**src/rtl/vga_fetch_pkg.sv**
```systemverilog
// vga_fetch_pkg: shared widths, display geometry, fetch FSM state type and
// the colour-bar helper used by the vga_fetch memory-read stage.
package vga_fetch_pkg;

    localparam int unsigned LOG_MEM    = 36;
    localparam int unsigned LOG_ADDR   = 19;
    localparam int unsigned LOG_HCOUNT = 11;
    localparam int unsigned LOG_VCOUNT = 10;

    localparam int unsigned VGA_HACTIVE        = 640;
    localparam int unsigned VGA_VACTIVE        = 480;
    localparam int unsigned VGA_WORDS_PER_LINE = 320;

    typedef enum logic [1:0] {
        ST_IDLE = 2'd0,
        ST_REQ  = 2'd1,
        ST_WAIT = 2'd2
    } fetch_state_t;

    // Eight vertical bars, each pixel packed as {Y[5:0], Cr[5:0], Cb[5:0]};
    // both pixels of the word carry the same colour.
    function automatic logic [LOG_MEM-1:0] testpat_word(input logic [2:0] bar);
        logic [17:0] px;
        case (bar)
            3'd0:    px = {6'd60, 6'd32, 6'd32}; // white
            3'd1:    px = {6'd52, 6'd34, 6'd8 }; // yellow
            3'd2:    px = {6'd42, 6'd8,  6'd42}; // cyan
            3'd3:    px = {6'd36, 6'd12, 6'd18}; // green
            3'd4:    px = {6'd26, 6'd52, 6'd46}; // magenta
            3'd5:    px = {6'd20, 6'd56, 6'd22}; // red
            3'd6:    px = {6'd10, 6'd30, 6'd56}; // blue
            default: px = {6'd4,  6'd32, 6'd32}; // black
        endcase
        return {px, px};
    endfunction

endpackage

```
**src/rtl/vga_fetch_if.sv**
```systemverilog
// vga_fetch_if: read port between the fetch stage and the ZBT memory arbiter.
//   mem_req   : read request (master -> arbiter)
//   mem_addr  : word address, stable while mem_req is high
//   mem_ack   : one-cycle grant (arbiter -> master)
//   mem_rdata : read data, valid MEM_LAT cycles after the grant cycle
interface vga_fetch_if;
    import vga_fetch_pkg::*;

    logic                mem_req;
    logic [LOG_ADDR-1:0] mem_addr;
    logic                mem_ack;
    logic [LOG_MEM-1:0]  mem_rdata;

    modport master (
        output mem_req,
        output mem_addr,
        input  mem_ack,
        input  mem_rdata
    );

    modport slave (
        input  mem_req,
        input  mem_addr,
        output mem_ack,
        output mem_rdata
    );

endinterface

```
**src/rtl/vga_fetch_addr_gen.sv**
```systemverilog
// fetch_addr_gen: combinational frame-buffer word address calculator.
//   base   : word base address of the selected frame buffer
//   hcount : display column (two pixels per word, so hcount[9:1] is the word)
//   vcount : display line
//   addr   : base + vcount*320 + hcount[9:1]
//   active : high inside the 640x480 visible region
module fetch_addr_gen
    import vga_fetch_pkg::*;
(
    input  logic [LOG_ADDR-1:0]   base,
    input  logic [LOG_HCOUNT-1:0] hcount,
    input  logic [LOG_VCOUNT-1:0] vcount,
    output logic [LOG_ADDR-1:0]   addr,
    output logic                  active
);

    logic [LOG_ADDR-1:0] v_ext;
    logic [LOG_ADDR-1:0] h_word;
    logic [LOG_ADDR-1:0] line_off;

    always_comb begin
        v_ext    = LOG_ADDR'(vcount);
        h_word   = LOG_ADDR'(hcount[9:1]);
        // 320 = 256 + 64; 479*320 fits comfortably in 19 bits
        line_off = (v_ext << 8) + (v_ext << 6);
        addr     = base + line_off + h_word;
        active   = (hcount < LOG_HCOUNT'(VGA_HACTIVE)) &&
                   (vcount < LOG_VCOUNT'(VGA_VACTIVE));
    end

endmodule

```
**src/rtl/vga_fetch.sv**
```systemverilog
// vga_fetch: memory-read stage feeding the VGA output stage.
// Turns the current display coordinates plus the vga_flag request into one
// ZBT read at a time, returns the 36-bit word (odd pixel [35:18], even pixel
// [17:0]) on vga_pixel with a one-cycle done_vga pulse, and owns the
// double-buffer selection, swapping only on entry to vertical blanking.
//
// Ports:
//   clock, reset          : system clock, synchronous active-low reset
//   frame_flag            : pulse, capture side finished a frame
//   vga_flag              : fetch request level from the output stage
//   clocked_hcount/vcount : current display coordinates
//   mem                   : arbiter read port (vga_fetch_if.master)
//   vga_pixel             : last fetched word
//   done_vga              : pulse in the cycle vga_pixel updates
//   display_buf           : buffer currently displayed
//
// Build option: VGA_FETCH_TESTPAT_EN replaces memory reads with eight
// vertical colour bars (hcount[9:7]) at identical FSM timing; mem_req is 0.
module vga_fetch
    import vga_fetch_pkg::*;
#(
    parameter int unsigned         MEM_LAT   = 2,
    parameter logic [LOG_ADDR-1:0] BUF0_BASE = 19'd0,
    parameter logic [LOG_ADDR-1:0] BUF1_BASE = 19'd153600
)
(
    input  logic                  clock,
    input  logic                  reset,
    input  logic                  frame_flag,
    input  logic                  vga_flag,
    input  logic [LOG_HCOUNT-1:0] clocked_hcount,
    input  logic [LOG_VCOUNT-1:0] clocked_vcount,
    vga_fetch_if.master           mem,
    output logic [LOG_MEM-1:0]    vga_pixel,
    output logic                  done_vga,
    output logic                  display_buf
);

    localparam logic [7:0] LAT_LAST = 8'(MEM_LAT - 1);

    fetch_state_t        state;
    fetch_state_t        state_next;
    logic [7:0]          lat_cnt;
    logic [LOG_ADDR-1:0] last_addr;
    logic [LOG_ADDR-1:0] addr_q;
    logic [LOG_ADDR-1:0] calc_addr;
    logic [LOG_ADDR-1:0] buf_base;
    logic                pix_active;
    logic                trigger;
    logic                granted;
    logic                lat_done;
    logic                issue;
    logic                capture;
    logic                swap_pending;
    logic                was_blank;
    logic                blank_start;
    logic                swap_now;
    logic [LOG_MEM-1:0]  fetched;

    assign buf_base = display_buf ? BUF1_BASE : BUF0_BASE;

    fetch_addr_gen u_addr_gen (
        .base   (buf_base),
        .hcount (clocked_hcount),
        .vcount (clocked_vcount),
        .addr   (calc_addr),
        .active (pix_active)
    );

    assign trigger  = vga_flag && pix_active && (calc_addr != last_addr);
    assign lat_done = (lat_cnt == LAT_LAST);

    // Swap only on the first cycle of line 480, so a flag arriving later in
    // that line waits for the next frame's blanking.
    assign blank_start = (clocked_vcount == LOG_VCOUNT'(VGA_VACTIVE)) && !was_blank;
    assign swap_now    = blank_start && (swap_pending || frame_flag);

    assign mem.mem_addr = addr_q;

`ifdef VGA_FETCH_TESTPAT_EN
    logic [2:0] bar_sel;

    // REQ lasts exactly one cycle, standing in for an immediate grant
    assign granted     = 1'b1;
    assign mem.mem_req = 1'b0;
    assign fetched     = testpat_word(bar_sel);

    always_ff @(posedge clock) begin
        if (!reset) begin
            bar_sel <= '0;
        end else if (issue) begin
            bar_sel <= clocked_hcount[9:7];
        end
    end
`else
    logic req_q;

    assign granted     = mem.mem_ack;
    assign mem.mem_req = req_q;
    assign fetched     = mem.mem_rdata;

    always_ff @(posedge clock) begin
        if (!reset) begin
            req_q <= 1'b0;
        end else if (issue) begin
            req_q <= 1'b1;
        end else if (state == ST_REQ && granted) begin
            req_q <= 1'b0;
        end
    end
`endif

    // State register
    always_ff @(posedge clock) begin
        if (!reset) begin
            state <= ST_IDLE;
        end else begin
            state <= state_next;
        end
    end

    // Next-state logic
    always_comb begin
        state_next = state;
        case (state)
            ST_IDLE: if (trigger)  state_next = ST_REQ;
            ST_REQ:  if (granted)  state_next = ST_WAIT;
            ST_WAIT: if (lat_done) state_next = ST_IDLE;
            default: state_next = ST_IDLE;
        endcase
    end

    // Output strobes
    always_comb begin
        issue   = 1'b0;
        capture = 1'b0;
        case (state)
            ST_IDLE: issue   = trigger;
            ST_WAIT: capture = lat_done;
            default: ;
        endcase
    end

    // Datapath
    always_ff @(posedge clock) begin
        if (!reset) begin
            lat_cnt      <= '0;
            addr_q       <= '0;
            last_addr    <= '1;
            vga_pixel    <= '0;
            done_vga     <= 1'b0;
            display_buf  <= 1'b0;
            swap_pending <= 1'b0;
            was_blank    <= 1'b0;
        end else begin
            if (state == ST_WAIT && !lat_done) begin
                lat_cnt <= lat_cnt + 8'd1;
            end else begin
                lat_cnt <= '0;
            end

            if (issue) begin
                addr_q <= calc_addr;
            end

            done_vga <= capture;
            if (capture) begin
                vga_pixel <= fetched;
            end

            was_blank <= (clocked_vcount == LOG_VCOUNT'(VGA_VACTIVE));

            // Blanking is outside the active region, so swap and issue never
            // coincide; the swap still wins to force a fresh first fetch.
            if (swap_now) begin
                display_buf  <= ~display_buf;
                swap_pending <= 1'b0;
                last_addr    <= '1;
            end else begin
                swap_pending <= swap_pending | frame_flag;
                if (issue) begin
                    last_addr <= calc_addr;
                end
            end
        end
    end

endmodule
```
**src/flat_wrapper.sv**
```systemverilog
// flat-port wrapper written by rule: the top's interface ports become plain ports
module vga_fetch_flat import vga_fetch_pkg::*;
#(
    parameter int unsigned         MEM_LAT   = 2,
    parameter logic [LOG_ADDR-1:0] BUF0_BASE = 19'd0,
    parameter logic [LOG_ADDR-1:0] BUF1_BASE = 19'd153600
)
  (clock, reset, frame_flag, vga_flag, clocked_hcount, clocked_vcount, vga_pixel, done_vga, display_buf, mem_mem_req, mem_mem_addr, mem_mem_ack, mem_mem_rdata);
  vga_fetch_if mem_i ();
  input  logic clock;
  input  logic reset;
  input  logic frame_flag;
  input  logic vga_flag;
  input  logic [LOG_HCOUNT-1:0] clocked_hcount;
  input  logic [LOG_VCOUNT-1:0] clocked_vcount;
  output logic [LOG_MEM-1:0] vga_pixel;
  output logic done_vga;
  output logic display_buf;
  output wire logic [$bits(mem_i.mem_req)-1:0] mem_mem_req;
  output wire logic [$bits(mem_i.mem_addr)-1:0] mem_mem_addr;
  input wire logic [$bits(mem_i.mem_ack)-1:0] mem_mem_ack;
  input wire logic [$bits(mem_i.mem_rdata)-1:0] mem_mem_rdata;
  assign mem_mem_req = mem_i.mem_req;
  assign mem_mem_addr = mem_i.mem_addr;
  assign mem_i.mem_ack = mem_mem_ack;
  assign mem_i.mem_rdata = mem_mem_rdata;
  vga_fetch #(.MEM_LAT(MEM_LAT), .BUF0_BASE(BUF0_BASE), .BUF1_BASE(BUF1_BASE)) u_core (.clock(clock), .reset(reset), .frame_flag(frame_flag), .vga_flag(vga_flag), .clocked_hcount(clocked_hcount), .clocked_vcount(clocked_vcount), .mem(mem_i), .vga_pixel(vga_pixel), .done_vga(done_vga), .display_buf(display_buf));
endmodule
```
**config.mk**
```make
export PLATFORM = sky130hd
export DESIGN_NAME = vga_fetch_flat
export DESIGN_NICKNAME = d
export VERILOG_FILES = /design/src/rtl/vga_fetch_pkg.sv /design/src/rtl/vga_fetch_if.sv /design/src/rtl/vga_fetch_addr_gen.sv /design/src/rtl/vga_fetch.sv /design/src/flat_wrapper.sv
export SDC_FILE = /design/constraint.sdc
export NUM_CORES = 1
export LEC_CHECK = 0
export CORE_MARGIN = 2
export CORE_UTILIZATION = 29
export CTS_BUF_LIST = sky130_fd_sc_hd__clkbuf_16
export DETAILED_ROUTE_END_ITERATION = 6
export HOLD_SLACK_MARGIN = 0.05
export PLACE_DENSITY_LB_ADDON = 0.2
export SLEW_MARGIN = 30
export SYNTH_ARGS = -nofsm -noshare
export SYNTH_HDL_FRONTEND = slang
export SYNTH_SLANG_ARGS = --single-unit
```
**constraint.sdc**
```tcl
create_clock -name clock -period 4.91 [get_ports clock]
set_input_delay 0.982 -clock clock [delete_from_list [all_inputs] [get_ports clock]]
set_output_delay 0.982 -clock clock [all_outputs]
set_load 0.1 [all_outputs]
```
==> flow_metrics.env, run 1 <==
export IMPL_numClockSinks=89
export IMPL_slew_headroom_pct=32.6
export IMPL_h_tree_depth=3
export IMPL_ant_nets=0
export IMPL_synthCells=530
export IMPL_fin_cells=831
export IMPL_final_nets=724
export IMPL_drcViolationCount=0
export IMPL_die_area_um2=16400
export IMPL_initial_utilization_pct=29.5
export IMPL_async_reset_ff_share_pct=0
export IMPL_yosysSeqAreaShare_pct=40.0
export IMPL_die_h_um=128
export IMPL_wl_per_cell_um=15.0
export IMPL_synthTopCellsByArea="dfxtp_1 (40%), nand2_1 (7.0%), a21oi_1 (6.7%), ha_1 (5.3%), nand3_1 (4.6%)"
export IMPL_fin_setup_tns_ps=0
export IMPL_yosys_area_top_type="dfxtp_1"
export IMPL_setup_viol=0
export IMPL_drt_initial_drc_count=259
export IMPL_areaGrowthSynthToFinish_pct=36.4
export IMPL_criticalPathCategory="primary input to flip-flop"
export IMPL_netlist_area_um2=4450
export IMPL_dpl_hpwl_um=9060
export IMPL_grt_total_usage_pct=15.4
export IMPL_ys_ff_latch=89
export IMPL_min_period_ps=4420
export IMPL_cts_setup_buffers=0
export IMPL_core_area_um2=15100
export IMPL_io_buffers=118
export IMPL_tritoncts="built"
export IMPL_cts_root_buf="clkbuf_16"
export IMPL_skew_ps=9.37
export IMPL_clk_pin_slew_ps=60
export IMPL_routed_wl_um=12500
export IMPL_ys_flop_type="dfxtp_1"
export IMPL_antenna_found_initial=0
export IMPL_rows=45
export IMPL_fmax_mhz=226
export IMPL_syn_area_per_cell_um2=8.40
export IMPL_hold_buffers=0
export IMPL_ios=120
export IMPL_yosys_warnings=0
export IMPL_cap_violations=0
export IMPL_dp_slack_ps=115
export IMPL_ctsResizeCount=0
export IMPL_synth_cell_types=65
export IMPL_worstPathMaxFanout=11
export IMPL_dp_cells=815
export IMPL_status="completed"
export IMPL_final_cell_mix="clkdlybuf4s50_1 (118), dfxtp_1 (89), nand2_1 (83), a21oi_1 (60), nand3_1 (40)"
export IMPL_synth_edf_count=0
export IMPL_fin_ws_ps=489
export IMPL_fin_crit_sh_pct=90.1
export IMPL_grt_pass1_vias=3978
export IMPL_cts_made_buffers=9
export IMPL_drv_slew=0
export IMPL_cp_start_kind="primary input"
export IMPL_cp_required_ps=5110
export IMPL_vias=4076
export IMPL_clockBufferDepth=2
export IMPL_p_leak_uw=0.00222
export IMPL_grt_start_max_net_pins=62
export IMPL_tightestPinTransition_ps=1010
export IMPL_cp_arrival_ps=4620
export IMPL_die_width_um=128
export IMPL_final_hold_viol_count=0
export IMPL_cp_end_kind="flip-flop"
export IMPL_post_route_util_pct=40.3
export IMPL_overflow=0
export IMPL_drive_gt1_share_pct=6.07
export IMPL_antenna_cells=0
export IMPL_netlist_area_leader_share_pct=40.0
export IMPL_hp_class="flip-flop to flip-flop"
export IMPL_vdd_drop_max_mv=0.246
export IMPL_vias_per_cell=4.90
export IMPL_insertion_delay_ps=350
export IMPL_powerDensity_nw_per_um2=286
export IMPL_grt_pass1_wl_um=20000
export IMPL_rsz0062_at_grt="no"
export IMPL_final_common_cell="clkdlybuf4s50_1"
export IMPL_place_congestion=0.890
export IMPL_drt_pass1_iter_count=4
export IMPL_synth_fp_nets=616
## registers in the layout, summed over array words and instances (netlist names)
name / cells
u_core.done_vga: 1
u_core.mem.mem_addr: 19
u_core.was_blank: 1
u_core.lat_cnt: 8
u_core.display_buf: 1
u_core.state: 2
u_core.last_addr: 19
u_core.swap_pending: 1
u_core.mem.mem_req: 1
u_core.vga_pixel: 36
## area by class of cell
cell class / instances / area [um^2]
multi-input cells: 389 / 2440
clock inverters: 7 / 46.3
inverters: 22 / 82.6
well taps: 188 / 235
repair buffers: 127 / 1260
clock buffers: 9 / 225
fillers: 1536 / 9010
flip-flops and latches: 89 / 1780
## kinds of logic (layout without fill, tap and decap cells)
| family | Yosys count | after routing | share of synthesized area (%) |
|---|---|---|---|
| AOI/OAI and AO/OA | 133 | 133 | 18.6 |
| adders and majority gates | 24 | 24 | 7.58 |
| and+or+nand+nor | 199 | 199 | 21.7 |
| DFF | 89 | 89 | 40.0 |
| muxes | 2 | 2 | 0.449 |
| xor gates and xnor gates | 31 | 31 | 6.40 |
| buffers and inverters | 52 | 165 | 5.25 |
## per-layer routing
layer / up-vias / share of wire [%] / GRT usage (%)
met5: - / 0 / 0
met2: 123 / 44 / 24.3
met3: 4 / 5.5 / 4.67
met1: 1888 / 50 / 20.6
met4: 0 / 0.69 / 4.01
li1: 2061 / - / -
## Yosys cell counts, drive strengths merged, types with 3 or more instances
master and n:
or3 6, clkbuf 17, nor2b 4, and3 4, inv 22, dfxtp 89
a21oi 61, o21ai 38, xnor2 20, nand2b 5, nor4 3, xor2 10
nor3b 3, a211oi 5, nand2 83, nor2 25, nor3 7, fa 5
a31oi 3, nand4 4, nand3 41, ha 19, buf 13, a21o 6
## per-stage QoR
step	power, uW	hold slack [ps]	instance area (um^2)
after CTS	1760	454	6070
after global placement	1120	442	5800
after global routing	1820	465	6080
after detailed placement	1120	445	5800
after floorplan	1000	436	4450
final	1740	453	6080
## critical path, stage by stage
cell and delay (ps):
clkdlybuf4s50_1 540, inv_1 80, fa_1 510, fa_1 650, xor2_1 200, nand4_1 130, nor4_1 250, nand4_1 190
a2111oi_4 330, nand4b_2 270, buf_4 260, nand3_1 140, a21oi_1 90
## path summary, 6_finish.rpt
check	from	endpoint	slack (ps)	depth (start not counted)
worst min register to register	u_core.vga_pixel[23]	u_core.vga_pixel[23]	450	2
worst max-delay path	clocked_vcount[0]	u_core.mem.mem_addr[12]	490	13
worst max register to register	u_core.display_buf	u_core.mem.mem_addr[12]	1180	13
worst min-delay path	u_core.vga_pixel[23]	u_core.vga_pixel[23]	450	2
## power breakdown
part	leakage [uW]	switching [uW]	internal, uW
combinational	0.00137	204	157
sequential	0.000720	9.13	736
clock	0.000131	293	342
total	0.00222	506	1230
(Power assumes the default switching activity.)
==> inputs of run 2 (changes only) <==
--- a/config.mk
+++ b/config.mk
@@ -6,12 +6,12 @@
 export NUM_CORES = 1
 export LEC_CHECK = 0
 export CORE_MARGIN = 2
-export CORE_UTILIZATION = 29
+export CORE_UTILIZATION = 49
 export CTS_BUF_LIST = sky130_fd_sc_hd__clkbuf_16
 export DETAILED_ROUTE_END_ITERATION = 6
 export HOLD_SLACK_MARGIN = 0.05
 export PLACE_DENSITY_LB_ADDON = 0.2
-export SLEW_MARGIN = 30
+export SLEW_MARGIN = 10
 export SYNTH_ARGS = -nofsm -noshare
 export SYNTH_HDL_FRONTEND = slang
 export SYNTH_SLANG_ARGS = --single-unit
==> run 2 against run 1 <==
Compared with the run above:
- global-route usage increased by 8.3 points
- critical endpoint is now u_core.mem.mem_addr[10]
- maximum frequency decreased by 0.97%
- largest power group unchanged
- routed wire length decreased by 7.8%
- sequential share of layout area increased by 0.44 points
- highest routed layer unchanged
- hold slack about the same
- die area decreased by 40%
- total power increased by 0.61%
- core utilization increased by 28 points
- clock skew increased by 0.63 ps
- final cell count decreased by 9.6%
- clock power increased by 2%
- first-iteration DRC count decreased by 0.39%
==> flow_metrics.env, run 2 (same netlist as run 1, synthesis figures left out) <==
export IMPL_insertion_delay_ps=340
export IMPL_areaGrowthSynthToFinish_pct=34.4
export IMPL_core_area_um2=8760
export IMPL_p_seq_share_pct=42.5
export IMPL_vias_per_cell=5.55
export IMPL_die_width_um=99.3
export IMPL_busiest_layer="met2"
export IMPL_final_nets=724
export IMPL_rows=34
export IMPL_overflow=0
export IMPL_final_cell_mix="clkdlybuf4s50_1 (118), dfxtp_1 (89), nand2_1 (83), a21oi_1 (60), nand3_1 (41)"
export IMPL_grt_start_max_net_pins=39
export IMPL_final_common_cell="clkdlybuf4s50_1"
export IMPL_grt_total_usage_pct=23.7
export IMPL_cts_root_buf="clkbuf_16"
export IMPL_cp_required_ps=5170
export IMPL_power_total_uw=1750
export IMPL_min_from="u_core.vga_pixel[9]"
export IMPL_hold_slack_ps=452
export IMPL_grt_use_met1_pct=31.7
export IMPL_routed_wl_um=11500
export IMPL_vias=4168
export IMPL_hp_class="flip-flop to flip-flop"
export IMPL_die_area_um2=9870
export IMPL_cp_start_kind="primary input"
export IMPL_fin_setup_tns_ps=0
export IMPL_clockBufferDepth=2
export IMPL_initial_utilization_pct=50.8
export IMPL_fin_cells=751
export IMPL_internal_power_uw=1240
export IMPL_place_area_um2=5700
export IMPL_worstPathMaxFanout=38
export IMPL_rsz0062_at_grt="no"
export IMPL_wl_per_cell_um=15.3
export IMPL_dp_cells=735
export IMPL_io_buffers=118
export IMPL_hold_path_depth=2
export IMPL_combPwrFrac_pct=20.4
export IMPL_power_switching_uw=507
export IMPL_hold_buffers=0
export IMPL_switching_share_pct=28.9
export IMPL_met3_usage_pct=4.08
export IMPL_ant_nets=0
export IMPL_hold_end="u_core.vga_pixel[9]"
export IMPL_grt_pass1_wl_um=19000
export IMPL_fmax_mhz=224
export IMPL_die_h_um=99.3
export IMPL_drt_initial_drc_count=258
export IMPL_drive_gt1_share_pct=6.22
export IMPL_largest_reg_flops=36
export IMPL_final_hold_viol_count=0
export IMPL_skew_ps=10.0
export IMPL_grt_pass1_vias=3984
export IMPL_top_register="u_core.vga_pixel"
export IMPL_h_tree_depth=3
export IMPL_stdcell_area_um2=5990
export IMPL_r2r_setup_slack_ps=1110
export IMPL_cp_arrival_ps=4730
export IMPL_met2_usage_pct=39.2
export IMPL_tritoncts="built"
export IMPL_cap_violations=0
export IMPL_place_congestion=0.952
export IMPL_numClockSinks=89
export IMPL_p_leak_uw=0.00223
export IMPL_cp_end_kind="flip-flop"
export IMPL_dpl_hpwl_um=8500
export IMPL_drv_slew=0
export IMPL_ios=120
export IMPL_tightestPinTransition_ps=1010
export IMPL_fin_crit_sh_pct=90.9
export IMPL_powerDensity_nw_per_um2=293
export IMPL_regToRegStartpoint="u_core.display_buf"
export IMPL_nFillCells=747
export IMPL_slew_headroom_pct=32.3
export IMPL_ctsResizeCount=0
export IMPL_criticalPathCategory="primary input to flip-flop"
export IMPL_drt_pass1_iter_count=5
export IMPL_cts_made_buffers=9
export IMPL_worstReg2RegEnd="u_core.mem.mem_addr[10]"
export IMPL_worst_r2r_path_depth=13
export IMPL_clk_pin_slew_ps=60
export IMPL_status="completed"
export IMPL_vdd_drop_max_mv=0.170
export IMPL_clkPwrFrac_pct=37.1
export IMPL_cts_setup_buffers=0
export IMPL_antenna_cells=0
export IMPL_drcViolationCount=0
export IMPL_antenna_found_initial=0
export IMPL_min_period_ps=4460
export IMPL_setup_viol=0
## run 2: cell types whose count changed in the layout (fill, tap and decap cells not counted), sizes merged
cell    change
inv         +3
clkinv      -3
## run 2: critical path: stages
cell	delay, ps
clkdlybuf4s50_1	540
inv_1	80
fa_1	540
inv_1	40
ha_1	430
a211oi_2	260
nor2_1	120
or4b_1	480
o221ai_1	180
or3_1	170
and4b_1	230
buf_12	170
or3_1	350
a21oi_1	140
## run 2: layer usage
layer | share of wire (%) | vias to the layer above
met5 | 0 | -
met4 | 1.2 | 0
met3 | 6.2 | 11
met2 | 48 | 147
met1 | 45 | 1940
li1 | - | 2070
## run 2: cell type report
type | count | area [um^2] | share of cell area, %
Multi-Input combinational cell | 389 | 2440 | 40.8
Sequential cell | 89 | 1780 | 29.8
Timing Repair Buffer | 127 | 1260 | 21.1
Clock buffer | 9 | 225 | 3.76
Tap cell | 108 | 135 | 2.26
Inverter | 22 | 82.6 | 1.38
Clock inverter | 7 | 61.3 | 1.02
## run 2: worst max-delay path by stage
stage | from | end
floorplan | u_core.display_buf | u_core.mem.mem_addr[16]
global placement | clocked_hcount[9] | u_core.mem.mem_addr[16]
detailed placement | clocked_hcount[9] | u_core.mem.mem_addr[12]
CTS | clocked_vcount[6] | u_core.mem.mem_addr[12]
global route | clocked_vcount[6] | u_core.mem.mem_addr[13]
finish | clocked_vcount[6] | u_core.mem.mem_addr[10]
## run 2: power groups by stage
| stage | combinational [uW] | sequential, uW | clock [uW] |
|---|---|---|---|
| CTS | 354 | 744 | 665 |
| detailed placement | 349 | 761 | 0 |
| finish | 357 | 745 | 649 |
| floorplan | 201 | 801 | 0 |
| global placement | 345 | 760 | 0 |
| global route | 387 | 746 | 699 |
## run 2: stage by stage
stage | util, % | worst slack, ps
floorplan | - | 899
global placement | 65.0 | 207
detailed placement | 65.0 | 209
CTS | 68.3 | 518
global route | 68.3 | 265
finish | 68.3 | 445
